## src/rtl/dec_scoreboard.sv

```systemverilog
// Registered write-enable decoder with a per-register busy scoreboard,
// RAW/WAW issue gating and an incremental busy counter.

module dec_scoreboard_cell #(
    parameter bit MASK = 1'b0
) (
    input  logic clk,
    input  logic rst_n,
    input  logic wb_hit,
    input  logic set_hit,
    output logic dec,
    output logic busy,
    output logic clr,
    output logic pend
);
    // A masked cell never decodes and never holds state; the register folds away.
    assign dec  = wb_hit & ~MASK;
    assign clr  = dec & busy;
    assign pend = busy & ~clr;

    always_ff @(posedge clk or negedge rst_n) begin
        if (!rst_n) busy <= 1'b0;
        else        busy <= (pend | set_hit) & ~MASK;
    end
endmodule

module dec_scoreboard #(
    parameter int AW       = 5,
    parameter int NREG     = 2**AW,
    parameter int ZERO_REG = 1,
    parameter int OUT_REG  = 1
) (
    input  logic            clk,
    input  logic            rst_n,
    input  logic            iss_valid,
    input  logic [AW-1:0]   iss_addr,
    input  logic [AW-1:0]   src_a_addr,
    input  logic [AW-1:0]   src_b_addr,
    output logic            iss_ready,
    output logic            hazard,
    input  logic            wb_valid,
    input  logic [AW-1:0]   wb_addr,
    output logic [NREG-1:0] we_onehot,
    output logic [NREG-1:0] busy,
    output logic [AW:0]     busy_cnt,
    output logic            wb_err
);
    logic [NREG-1:0] wb_hit, set_hit, wb_dec, clr, pend;
    logic            iss_fire, iss_masked, wb_masked, cnt_inc, cnt_dec;

    assign iss_fire   = iss_valid & iss_ready;
    assign iss_masked = (ZERO_REG != 0) && (iss_addr == '0);
    assign wb_masked  = (ZERO_REG != 0) && (wb_addr == '0);

    for (genvar i = 0; i < NREG; i++) begin : g_reg
        assign wb_hit[i]  = wb_valid & (wb_addr == AW'(i));
        assign set_hit[i] = iss_fire & (iss_addr == AW'(i));

        dec_scoreboard_cell #(
            .MASK((ZERO_REG != 0) && (i == 0))
        ) u_cell (
            .clk     (clk),
            .rst_n   (rst_n),
            .wb_hit  (wb_hit[i]),
            .set_hit (set_hit[i]),
            .dec     (wb_dec[i]),
            .busy    (busy[i]),
            .clr     (clr[i]),
            .pend    (pend[i])
        );
    end

    // Same-cycle write-back releases its register, so it never stalls the issue.
    assign hazard    = pend[src_a_addr] | pend[src_b_addr];
    assign iss_ready = ~hazard & ~pend[iss_addr];

    // An accepted issue always targets a non-pending bit, so it is always a new one.
    assign cnt_inc = iss_fire & ~iss_masked;
    assign cnt_dec = |clr;

    always_ff @(posedge clk or negedge rst_n) begin
        if (!rst_n) begin
            busy_cnt <= '0;
            wb_err   <= 1'b0;
        end else begin
            if (!(cnt_inc && !cnt_dec && busy_cnt == (AW+1)'(NREG)))
                busy_cnt <= busy_cnt + {{AW{1'b0}}, cnt_inc} - {{AW{1'b0}}, cnt_dec};
            wb_err <= wb_valid & ~busy[wb_addr] & ~wb_masked;
        end
    end

    if (OUT_REG != 0) begin : g_we_reg
        always_ff @(posedge clk or negedge rst_n) begin
            if (!rst_n) we_onehot <= '0;
            else        we_onehot <= wb_dec;
        end
    end else begin : g_we_comb
        assign we_onehot = wb_dec;
    end
endmodule
```

## config.mk

```make
export PLATFORM = sky130hd
export DESIGN_NAME = dec_scoreboard
export DESIGN_NICKNAME = d
export VERILOG_FILES = /design/src/rtl/dec_scoreboard.sv
export SDC_FILE = /design/constraint.sdc
export NUM_CORES = 1
export LEC_CHECK = 0
export ABC_CLOCK_PERIOD_IN_PS = 10100
export BUFFER_PORTS_ARGS = -buffer_cell sky130_fd_sc_hd__buf_2
export CAP_MARGIN = 20
export CORE_ASPECT_RATIO = 1.4
export CORE_UTILIZATION = 55
export DETAILED_ROUTE_END_ITERATION = 10
export PLACE_DENSITY_LB_ADDON = 0.2
export SLEW_MARGIN = 20
export SYNTH_ARGS = -nofsm -noshare
export SYNTH_HDL_FRONTEND = slang
export SYNTH_SLANG_ARGS = --single-unit
export TNS_END_PERCENT = 5
```

## constraint.sdc

```tcl
create_clock -name clk -period 10.1 [get_ports clk]
set_clock_uncertainty 0.05 [all_clocks]
set_input_delay 2.02 -clock clk [delete_from_list [all_inputs] [get_ports clk]]
set_output_delay 2.02 -clock clk [all_outputs]
set_load 0.01 [all_outputs]
```

======== Yosys cells after proc, flatten, opt, wreduce, memory -nomap -nowiden ========
Cells that the tools add are included.
storage, ports and cells
  latch bits .............................. 0
  register bits ........................... 69
  memories kept ........................... 0
  input bits .............................. 24
  memory bits (writable) .................. 0
  bits in read-only memories .............. 0
  logic and storage cells ................. 314
cells by class
  bitwise operators ....................... 197
  shift operators ......................... 0
  add/sub/neg operators ................... 2
  $mul .................................... 0
  multiplexer cells ....................... 8
  equal/unequal tests ..................... 63
  $lt $le $gt $ge ......................... 4
  reductions and logical operators ........ 6
  div/mod/pow operators ................... 0
operators with widths
  kind                                                                    number
  5-bit equality test (second input constant)                             32
  1-bit bitwise AND                                                       129
  5-bit by 4-bit equality test with 1-bit output (second input constant)  16
  5-bit by 3-bit equality test with 1-bit output (second input constant)  8
  1-bit inverter                                                          36
  1-bit bitwise OR                                                        32
  31-bit OR reduction                                                     1
  5-bit by 6-bit < comparator with 1-bit output (second input constant)   4
  1-bit binary-select mux with 5-bit select                               4
  5-bit by 2-bit equality test with 1-bit output (second input constant)  4
  5-bit by 1-bit equality test with 1-bit output (second input constant)  2
  5-bit logical NOT                                                       2
  6-bit by 1-bit adder with 6-bit output                                  1
  6-bit equality test (second input constant)                             1
  6-bit by 1-bit subtractor with 6-bit output                             1
  1-bit two-way mux                                                       4
  1-bit logical AND                                                       2
  1-bit logical NOT                                                       1

======== Longest topological paths before layout ========
Gate-level depths: netlist of the first run.
  depth after elaboration ................. 14
  depth in mapped cells ................... 18
  mapped depth without buffers ............ 16

======== Cells and area by module ========
Synthesis of the first run repeated with hierarchy kept, for this count alone.
second synthesis, totals
  cell total of the unflattened synthesis .. 490
  area total of the unflattened synthesis .. 4988.5 um^2
by module, submodules not included
  module                                       sequential area each (um^2)  cells each  area an instance (um^2)  instances
  dec_scoreboard                               975.9                        330         3093.0                   1
  dec_scoreboard_cell at g_reg[10].u_cell ...  25.0                         5           60.1                     31
  dec_scoreboard_cell at g_reg[0].u_cell       0.0                          5           33.8                     1

======== Least setup slack after synthesis of the first run ========
OpenSTA, ideal clock, no wires.
  path type ............................... input -> output
  start point ............................. input port wb_addr[4]
  end point ............................... output port iss_ready
  data arrival time ....................... 3907 ps
  setup slack ............................. 4123 ps
  data required time ...................... 8030 ps
  stages .................................. 10
  cell sequence ........................... buf_4 nand4b_1 buf_4 o21ai_1 mux4_2 a211o_1 a32o_1 buf_2 buf_6 nor2b_1
on the way
  cells in the longest elaborated chain, start to end .. 10
RTL lines
  item                                                                          RTL line  source
  start, declared                                                               42        input logic [AW-1:0] wb_addr,
  5-bit by 1-bit equality test with 1-bit output, or another cell as far along  56        assign wb_hit[i] = wb_valid & (wb_addr == AW'(i));
  1-bit bitwise AND                                                             56
  1-bit bitwise AND                                                             18        assign clr = dec & busy;
  1-bit inverter                                                                19        assign pend = busy & ~clr;
  1-bit bitwise AND                                                             19
  1-bit binary-select mux with 5-bit select                                     74        assign hazard = pend[src_a_addr] | pend[src_b_addr];
  1-bit two-way mux (implied by the code)                                       74
  1-bit bitwise OR                                                              74
  1-bit inverter                                                                75        assign iss_ready = ~hazard & ~pend[iss_addr];
  1-bit bitwise AND *                                                           75
  end, declared                                                                 39        output logic iss_ready,
Mark *: on every way between the ends. The rest lies on a longest branch, timed or not. The select of a mux whose other input is x is not followed.

======== Worst setup path after layout of the first run ========
  start point ............................. input port wb_addr[2]
  end point ............................... output port iss_ready
Same word-level chain as after synthesis.

==> impl_metrics.toml, run 1 <==
[floorplanning]
rows = 39
coreArea_mm2 = 0.00825
start_util = 0.571
die_w_um = 80.2
die_h_um = 112
dieArea_mm2 = 0.00894
io_pins = 97

[sta]
period_share = 0.675
min_period_ps = 6810
slew_violations = 0
setup_tns_ps = 0
hold_viol_final = 0
rsz0062_at_grt = "no"
tightestPinTransition_ps = 958
setup_viol = 0
max_freq_mhz = 147
slew_headroom = 0.360

[routing]
met1_length_mm = 5.75
ant_nets = 0
drtIter0Drc = 686
drcViolationCount = 0
routed-wl-met3_mm = 1.55
wl_per_cell_um = 24.7
wl_met2_mm = 7.99
highest_layer = "met4"
firstDrtPassIters = 6
vias = 4746
vias_per_cell = 7.08
wl_mm = 16.6

[cts]
cts_buffers = 9
htreeDepth = 3
clockBufferDepth = 2
clock-root-buffer = "clkbuf_16"
cts_tree = "built"
clkTransAtPathRegs_ps = 50
cts_resized = 0
cts.sinks = 69
cts_setup_buffers = 0
insertion_delay_ps = 340
holdBufCountCts = 0

[synth]
yosysMostFrequentCell = "dfrtp_1"
synth.yosys.seq_area_share = 0.367
synth_cell_types = 56
yosys_warnings = 0
syn_avg_cell_area_um2 = 8.97
synth_area_leader_cell = "dfrtp_1"
synth-seq-cells = 69
synth.area.top_cells = "dfrtp_1 37%, buf_4 6.1%, o21ai_1 5.5%"
syn_area_mm2 = 0.00471
synthArstFlopShare = 1.00
synth_top_flop_cell = "dfrtp_1"
synth_edf_count = 0
synth_top_cell_area_share = 0.367
synth_cells = 525
synth_common_cells = "69 x dfrtp_1, 52 x o21ai_1, 50 x nor2_1"

[power]
power_frac_comb = 0.323
switching_share = 0.357
internal_power_uw = 674
p_clk_frac = 0.328
p_per_area_mw_per_mm2 = 201
peakVddDrop_uv = 207
p_sw_uw = 375
seqPwrFrac = 0.349
leakagePower_uw = 0.00236

[placed_design]
io_buffers = 94
dp_hpwl_mm = 12.2
place_inst = 654
gp_congestion = 1.02

[grt]
grt_max_degree = 70
grt_first_pass_wirelength_mm = 25.4
grt_pass1_vias = 4601
antenna_found_initial = 0
grt.total_usage = 0.387
gr-total-overflow = 0

[outcome]
status = "finished clean"

[cells_and_area]
syn2layout_area_growth_pct = 10.6
final_util = 0.632
diodes = 0
final_nets = 597
fin_cells = 670
drive_gt1_frac = 0.232

[worst_setup_path]
crit_arrival_ps = 4740
crit_path_end_kind = "output port"
worst-r2r-cell-count = 16
cp-start-kind = "input port"
crit_required_ps = 8030
path_class = "in -> out"
worstPathMaxFanout = 13

[worst_hold_path]
hold_depth = 2
holdCritPathClass = "reg -> reg"

[flow_run]
cap_violations = 0
[routing by layer]
layer	track usage	vias to the layer above
li1	-	1997
met1	0.446	2281
met2	0.636	363
met3	0.0852	105
met4	0.252	0
met5	0	-
[worst paths after layout]
kind	slack [ps]	startpoint	to
worst max-delay path	3290	wb_addr[2]	iss_ready
worst min-delay path	510	busy_cnt[4]	busy_cnt[4]
max in group asynchronous	7620	rst_n	busy_cnt[4]
worst max register to register	5910	g_reg[28].u_cell.busy	busy_cnt[5]
min in group asynchronous	1820	rst_n	we_onehot[29]
worst min register to register	510	busy_cnt[4]	busy_cnt[4]
[logic make-up after synthesis]
| group | after synthesis | share of synthesized area |
|---|---|---|
| XOR/XNOR | 4 | 0.00744 |
| multiplexers | 18 | 0.0651 |
| AND/OR/NAND/NOR | 165 | 0.187 |
| AO/OA/AOI/OAI | 163 | 0.228 |
| buffers and inverters | 95 | 0.117 |
| other | 1 | 0.000796 |
| adder cells (fa/ha/maj) | 10 | 0.0282 |
| flip-flops | 69 | 0.367 |
[placed cells by master (no fill, tap or decap), drive strengths merged, types with 7 or more instances in the layout]
cell     Yosys  routed
buf         55     100
dfrtp       69      69
o21ai       66      66
nor2        50      50
nand4       37      37
nand2       25      25
o211ai      23      23
a22oi       21      21
inv         21      21
a21oi       12      12
clkbuf      19      11
nor3        10      10
mux4        10      10
nor2b        9       9
ha           9       9
and2         8       8
mux2i        7       7
o2111ai      7       7
nand3        7       7
[through the flow]
step	total power, uW	instance area [um^2]	hold WS [ps]	setup slack [ps]
2_1_floorplan	603	4710	504	4120
3_3_place_gp	687	4880	470	3420
3_5_place_dp	698	4880	500	3350
4_1_cts	1040	5210	514	3390
5_1_grt	1090	5210	541	3120
6_report	1050	5210	507	3290
[state kept, by name, indices dropped and copies added, names as in the netlist]
| register | cells |
|---|---|
| wb_err | 1 |
| g.u_cell.busy | 31 |
| busy_cnt | 6 |
| we_onehot | 31 |
[area by class of cell]
class,instances,area (um^2)
sequential,69,1730
fill,724,3040
tap,102,128
timing repair buffer,100,515
inverter,21,78.8
clock buffer,11,243
clock inverter,5,83.8
multi-input combinational,362,2430
[power groups by stage]
| stage | Combinational (uW) | Sequential [uW] | Clock [uW] |
|---|---|---|---|
| after detailed placement | 331 | 366 | 0 |
| final | 339 | 366 | 343 |
| after global routing | 370 | 368 | 357 |
| after global placement | 321 | 366 | 0 |
| after floorplan | 249 | 354 | 0 |
| after CTS | 334 | 362 | 343 |
[critical path, stage by stage]
cell and delay (ps):
buf_2 170, nand4bb_1 710, o21ai_0 590, o21ai_0 120, o21ai_0 220, o21ai_0 120
a221o_1 490, nor2b_1 150, buf_2 140
Power figures use the tool's default switching activity.
==> run 2, diff against run 1 <==
- ABC_AREA: default -> 1
- ABC_CLOCK_PERIOD_IN_PS: 10100 -> 7000
- clock period: 10.1 -> 7 ns (I/O delays scaled with it)
==> impl_metrics.toml, run 2 <==
[outcome]
status = "finished clean"

[synth]
synth.yosys.seq_area_share = 0.361
synth_top_flop_cell = "dfrtp_1"
synth_area_leader_cell = "dfrtp_1"
synth-seq-cells = 69
synthMuxAreaShare = 0
synthAdderAreaFrac = 0.0277
synthArstFlopShare = 1.00
synth-simple-area-share = 0.391
synth_common_cells = "195 x nand2_1, 104 x nand3_1, 93 x nor2_1"
yosys_warnings = 0
syn_area_mm2 = 0.00479
synth_edf_count = 0
synth_cell_types = 34
synth_top_family_by_area = "simple AND/OR/NAND/NOR gates"
synth_top_cell_area_share = 0.361
yosysMostFrequentCell = "nand2_1"
synth_compound_area_frac = 0.0687
synth.area.top_cells = "dfrtp_1 36%, nand2_1 15%, nand3_1 11%"
synth_cells = 708
synth-xor-area-share = 0.00366
syn_avg_cell_area_um2 = 6.76

[sta]
period_share = 0.752
rsz0062_at_grt = "no"
slew_headroom = 0.393
tightestPinTransition_ps = 910
setup_viol = 0
min_period_ps = 5260
hold_viol_final = 0
fin_hold_ws_ps = 483
slew_violations = 0
setup_tns_ps = 0
max_freq_mhz = 190

[cts]
clockBufferDepth = 2
cts_tree = "built"
cts.sinks = 69
insertion_delay_ps = 340
cts_resized = 0
cts_setup_buffers = 0
clock-root-buffer = "clkbuf_16"
clkTransAtPathRegs_ps = 50
htreeDepth = 3
holdBufCountCts = 0
cts_buffers = 9

[cells_and_area]
diodes = 0
syn2layout_area_growth_pct = 12.1
final_nets = 799
final-seq-area_mm2 = 0.00173
fin_area_mm2 = 0.00537
num-fill-cells = 783
final_common_cell = "nand2_1"
final_util = 0.648
final_cell_mix = "195 x nand2_1, 104 x nand3_1, 94 x buf_2"
drive_gt1_frac = 0.173
reg_top3 = "g.u_cell.busy (31), we_onehot (31), busy_cnt (6)"
multiInputGateArea_mm2 = 0.00236

[worst_setup_path]
crit_path_end_kind = "output port"
crit_required_ps = 5550
r2r_start = "g_reg[22].u_cell.busy"
critPathLaunch = "wb_addr[0]"
worstPathMaxFanout = 17
crit_arrival_ps = 3810
endpoint = "iss_ready"
cp-start-kind = "input port"
worst-r2r-cell-count = 19
r2r_end = "busy_cnt[5]"
path_class = "in -> out"
ff2ff_setup_slack_ps = 3430

[floorplanning]
coreArea_mm2 = 0.00830
die_h_um = 112
io_pins = 97
dieArea_mm2 = 0.00909
die_w_um = 80.9
start_util = 0.577
rows = 39

[routing]
drcViolationCount = 0
wl_mm = 16.9
vias_per_cell = 5.97
ant_nets = 0
drtIter0Drc = 629
wl_per_cell_um = 19.4
vias = 5205
firstDrtPassIters = 5

[power]
p_total_uw = 1450
switching_share = 0.356
peakVddDrop_uv = 217
p_clk_frac = 0.344
power_frac_comb = 0.298
leakagePower_uw = 0.00320
seqPwrFrac = 0.357
p_sw_uw = 514
internal_power_uw = 932
p_per_area_mw_per_mm2 = 269

[grt]
grt.total_usage = 0.393
gr-total-overflow = 0
antenna_found_initial = 0
grt_max_degree = 70
grt_first_pass_wirelength_mm = 26.1
grt_pass1_vias = 5027

[worst_hold_path]
hold_depth = 2
worstHoldStart = "busy_cnt[4]"
holdCritPathClass = "reg -> reg"

[placed_design]
dp_hpwl_mm = 12.8
place_area_mm2 = 0.00504
gp_congestion = 1.01
io_buffers = 94

[flow_run]
cap_violations = 0
==> run 2: cell types whose count changed in the layout (fill, tap and decap cells not counted), sizes merged, moves of 8 or more <==
cell,delta
nand2,+173
nand3,+106
inv,+68
nor2,+49
o21ai,-45
nand4,-34
o211ai,-23
a22oi,-11
mux4,-10
nor2b,-9
and2,-8
==> run 2: critical path: stages <==
cell	delay (ps)
buf_2	150
nor2_1	560
nand3_1	400
nand3_1	180
nand2_1	70
nor2_1	80
nand2_1	60
nand3_1	100
nand3_1	90
nand2_1	80
nand2_2	70
nor2_4	360
buf_2	220
==> run 2: final cells by class <==
cell class | instances | area share
Timing Repair Buffer | 96 | 0.0904
Sequential cell | 69 | 0.321
Tap cell | 102 | 0.0238
Clock buffer | 12 | 0.0478
Multi-Input combinational cell | 497 | 0.439
Clock inverter | 4 | 0.0130
Inverter | 92 | 0.0643
==> run 2: worst min-delay path by stage <==
stage                       endpoint  slack [ps]
3_3_place_gp             busy_cnt[4]         450
3_5_place_dp             busy_cnt[4]         480
4_1_cts                  busy_cnt[4]         490
5_1_grt                  busy_cnt[5]         530
2_1_floorplan  g_reg[26].u_cell.busy         470
6_report                 busy_cnt[4]         480
==> run 2: per-stage QoR <==
stage | setup WS [ps] | cells
floorplan | 2720 | 709
global placement | 1670 | 856
detailed placement | 1580 | 856
CTS | 1840 | 872
global route | 1480 | 872
finish | 1740 | 872
==> run 2: cells by family (layout without fill, tap and decap cells) <==
logic type,after synthesis,after routing
xor+xnor,2,2
compound gates,53,53
fa+ha+maj,10,10
simple gates,430,430
other cells,1,2
flops,69,69
buf+inv,143,204
==> run 2: power groups by stage <==
stage / Combinational, uW / Clock, uW / Sequential [uW]
floorplan: 306 / 0 / 505
global placement: 401 / 0 / 517
detailed placement: 423 / 0 / 520
CTS: 425 / 497 / 514
global route: 479 / 518 / 520
finish: 432 / 498 / 517
==> run 2: layer usage <==
layer  global-route usage  share of wire  up-vias
met1                0.452           0.36     2417
li1                     -              -     2340
met4                0.262          0.070        0
met5                    0              0        -
met2                0.632           0.48      360
met3               0.0976          0.088       88
==> run 3, diff against run 2 <==
- ABC_AREA: 1 -> 0
- ABC_CLOCK_PERIOD_IN_PS: 7000 -> 5100
- clock period: 7 -> 5.1 ns (I/O delays scaled with it)
==> impl_metrics.toml, run 3 (synthesis gave the netlist of run 1 again) <==
[floorplanning]
io_pins = 97
dieArea_mm2 = 0.00894
rows = 39
die_h_um = 112
start_util = 0.571
coreArea_mm2 = 0.00825
die_w_um = 80.2

[cells_and_area]
num-fill-cells = 697
final-seq-area_mm2 = 0.00173
diodes = 0
final_util = 0.664
fin_area_mm2 = 0.00547
multiInputGateArea_mm2 = 0.00243
final_common_cell = "buf_2"
syn2layout_area_growth_pct = 16.2
reg_top3 = "g.u_cell.busy (31), we_onehot (31), busy_cnt (6)"
final_nets = 634
fin_cells = 707
drive_gt1_frac = 0.281
final_cell_mix = "94 x buf_2, 69 x dfrtp_1, 52 x o21ai_1"

[worst_setup_path]
crit_family = "compound AO/OA/AOI/OAI gates"
r2r_end = "busy_cnt[5]"
critPathLaunch = "wb_addr[4]"
crit_slowest_cell = "nand4b_1"
crit_arrival_ps = 5010
path_common_cell = "a21oi_1"
crit_path_end_kind = "register"
worst-path-buf-inv = 3
path_class = "in -> reg"
worst-r2r-cell-count = 15
endpoint = "busy_cnt[5]"
ff2ff_setup_slack_ps = 1380
r2r_start = "g_reg[12].u_cell.busy"
cp-start-kind = "input port"
critical_path_depth = 18
cp_cell_sequence = "buf_2 -> nand4b_1 -> buf_4 -> o211ai_1 -> o21ai_0 -> a21oi_1 -> o221ai_1 -> a221o_1 -> or3b_1 -> ha_1 -> inv_1 -> ha_1 -> a21o_1 -> a21oi_1 -> o21bai_1 -> a21oi_1 -> xnor2_1 -> mux2_2"
crit_path_max_incr_delay_ps = 590
worstPathMaxFanout = 7
crit_required_ps = 5270

[sta]
period_share = 0.948
slew_headroom = 0.245
fin_ws_ps = 264
setup_tns_ps = 0
tightestPinTransition_ps = 1130
min_period_ps = 4840
hold_viol_final = 0
rsz0062_at_grt = "no"
max_freq_mhz = 207
slew_violations = 0
setup_viol = 0

[placed_design]
io_buffers = 94
dp_hpwl_mm = 13.1
pre_cts_ws_ps = 20.0
place_area_mm2 = 0.00516
gp_congestion = 1.14
place_inst = 691

[flow_run]
cap_violations = 0

[grt]
antenna_found_initial = 0
grt_pass1_vias = 4831
grt_max_degree = 70
grt_first_pass_wirelength_mm = 27.2
grt.total_usage = 0.420
gr-total-overflow = 0

[routing]
wl_per_cell_um = 25.5
drtIter0Drc = 571
vias = 4941
drcViolationCount = 0
ant_nets = 0
vias_per_cell = 6.99
wl_mm = 18.0
firstDrtPassIters = 5

[power]
leakagePower_uw = 0.00252
internal_power_uw = 1330
p_sw_uw = 758
power_frac_comb = 0.341
seqPwrFrac = 0.347
p_per_area_mw_per_mm2 = 382
peakVddDrop_uv = 357
switching_share = 0.363
p_clk_frac = 0.312

[worst_hold_path]
holdCritPathClass = "reg -> reg"

[cts]
insertion_delay_ps = 350
cts.sinks = 69
clockBufferDepth = 2
htreeDepth = 3
cts_tree = "built"
cts_resized = 0
cts_setup_buffers = 0
clkTransAtPathRegs_ps = 50
holdBufCountCts = 0
cts_buffers = 9
clock-root-buffer = "clkbuf_16"

[outcome]
status = "finished clean"
## run 3: changes by cell type in the layout (fill, tap and decap cells not counted), moves of 10 or more
cell | previous run | this run
nor2_1 | 93 | 50
nand4_1 | 3 | 36
mux4_2 | 0 | 10
o211ai_1 | 0 | 23
inv_1 | 87 | 21
nand2_1 | 195 | 24
o21ai_1 | 0 | 52
a22oi_1 | 10 | 21
buf_4 | 2 | 43
nand3_1 | 104 | 7
## run 3: per-layer routing
layer	GRT usage	vias up	share of wire
li1	-	2075	-
met1	0.505	2328	0.35
met2	0.664	422	0.47
met3	0.0852	116	0.10
met4	0.292	0	0.077
met5	0	-	0
## run 3: stage by stage
step	hold WS (ps)	total power, uW
after global placement	470	1410
after floorplan	504	1190
after global routing	515	2180
after detailed placement	480	1430
final	493	2090
after CTS	492	2070
## run 3: power groups by stage
stage / Sequential (uW) / Clock (uW) / Combinational (uW)
global placement: 727 / 0 / 683
floorplan: 702 / 0 / 493
global route: 730 / 678 / 771
CTS: 719 / 651 / 703
detailed placement: 729 / 0 / 699
finish: 725 / 651 / 713
## run 3: how the worst min path moves through the flow
stage	startpoint	end	slack, ps	depth (start not counted)
floorplan	g_reg[12].u_cell.busy	g_reg[12].u_cell.busy	500	2
global placement	busy_cnt[5]	busy_cnt[5]	470	1
detailed placement	busy_cnt[5]	busy_cnt[5]	480	1
CTS	busy_cnt[5]	busy_cnt[5]	490	1
global route	busy_cnt[5]	busy_cnt[5]	510	1
finish	busy_cnt[5]	busy_cnt[5]	490	1
## run 3: cell type report
cell class                 count  area share
clock inverter                 5      0.0107
inverter                      21      0.0144
multi-input combinational    362       0.445
timing repair buffer         137       0.145
clock buffer                  11      0.0462
sequential                    69       0.316
tap                          102      0.0233
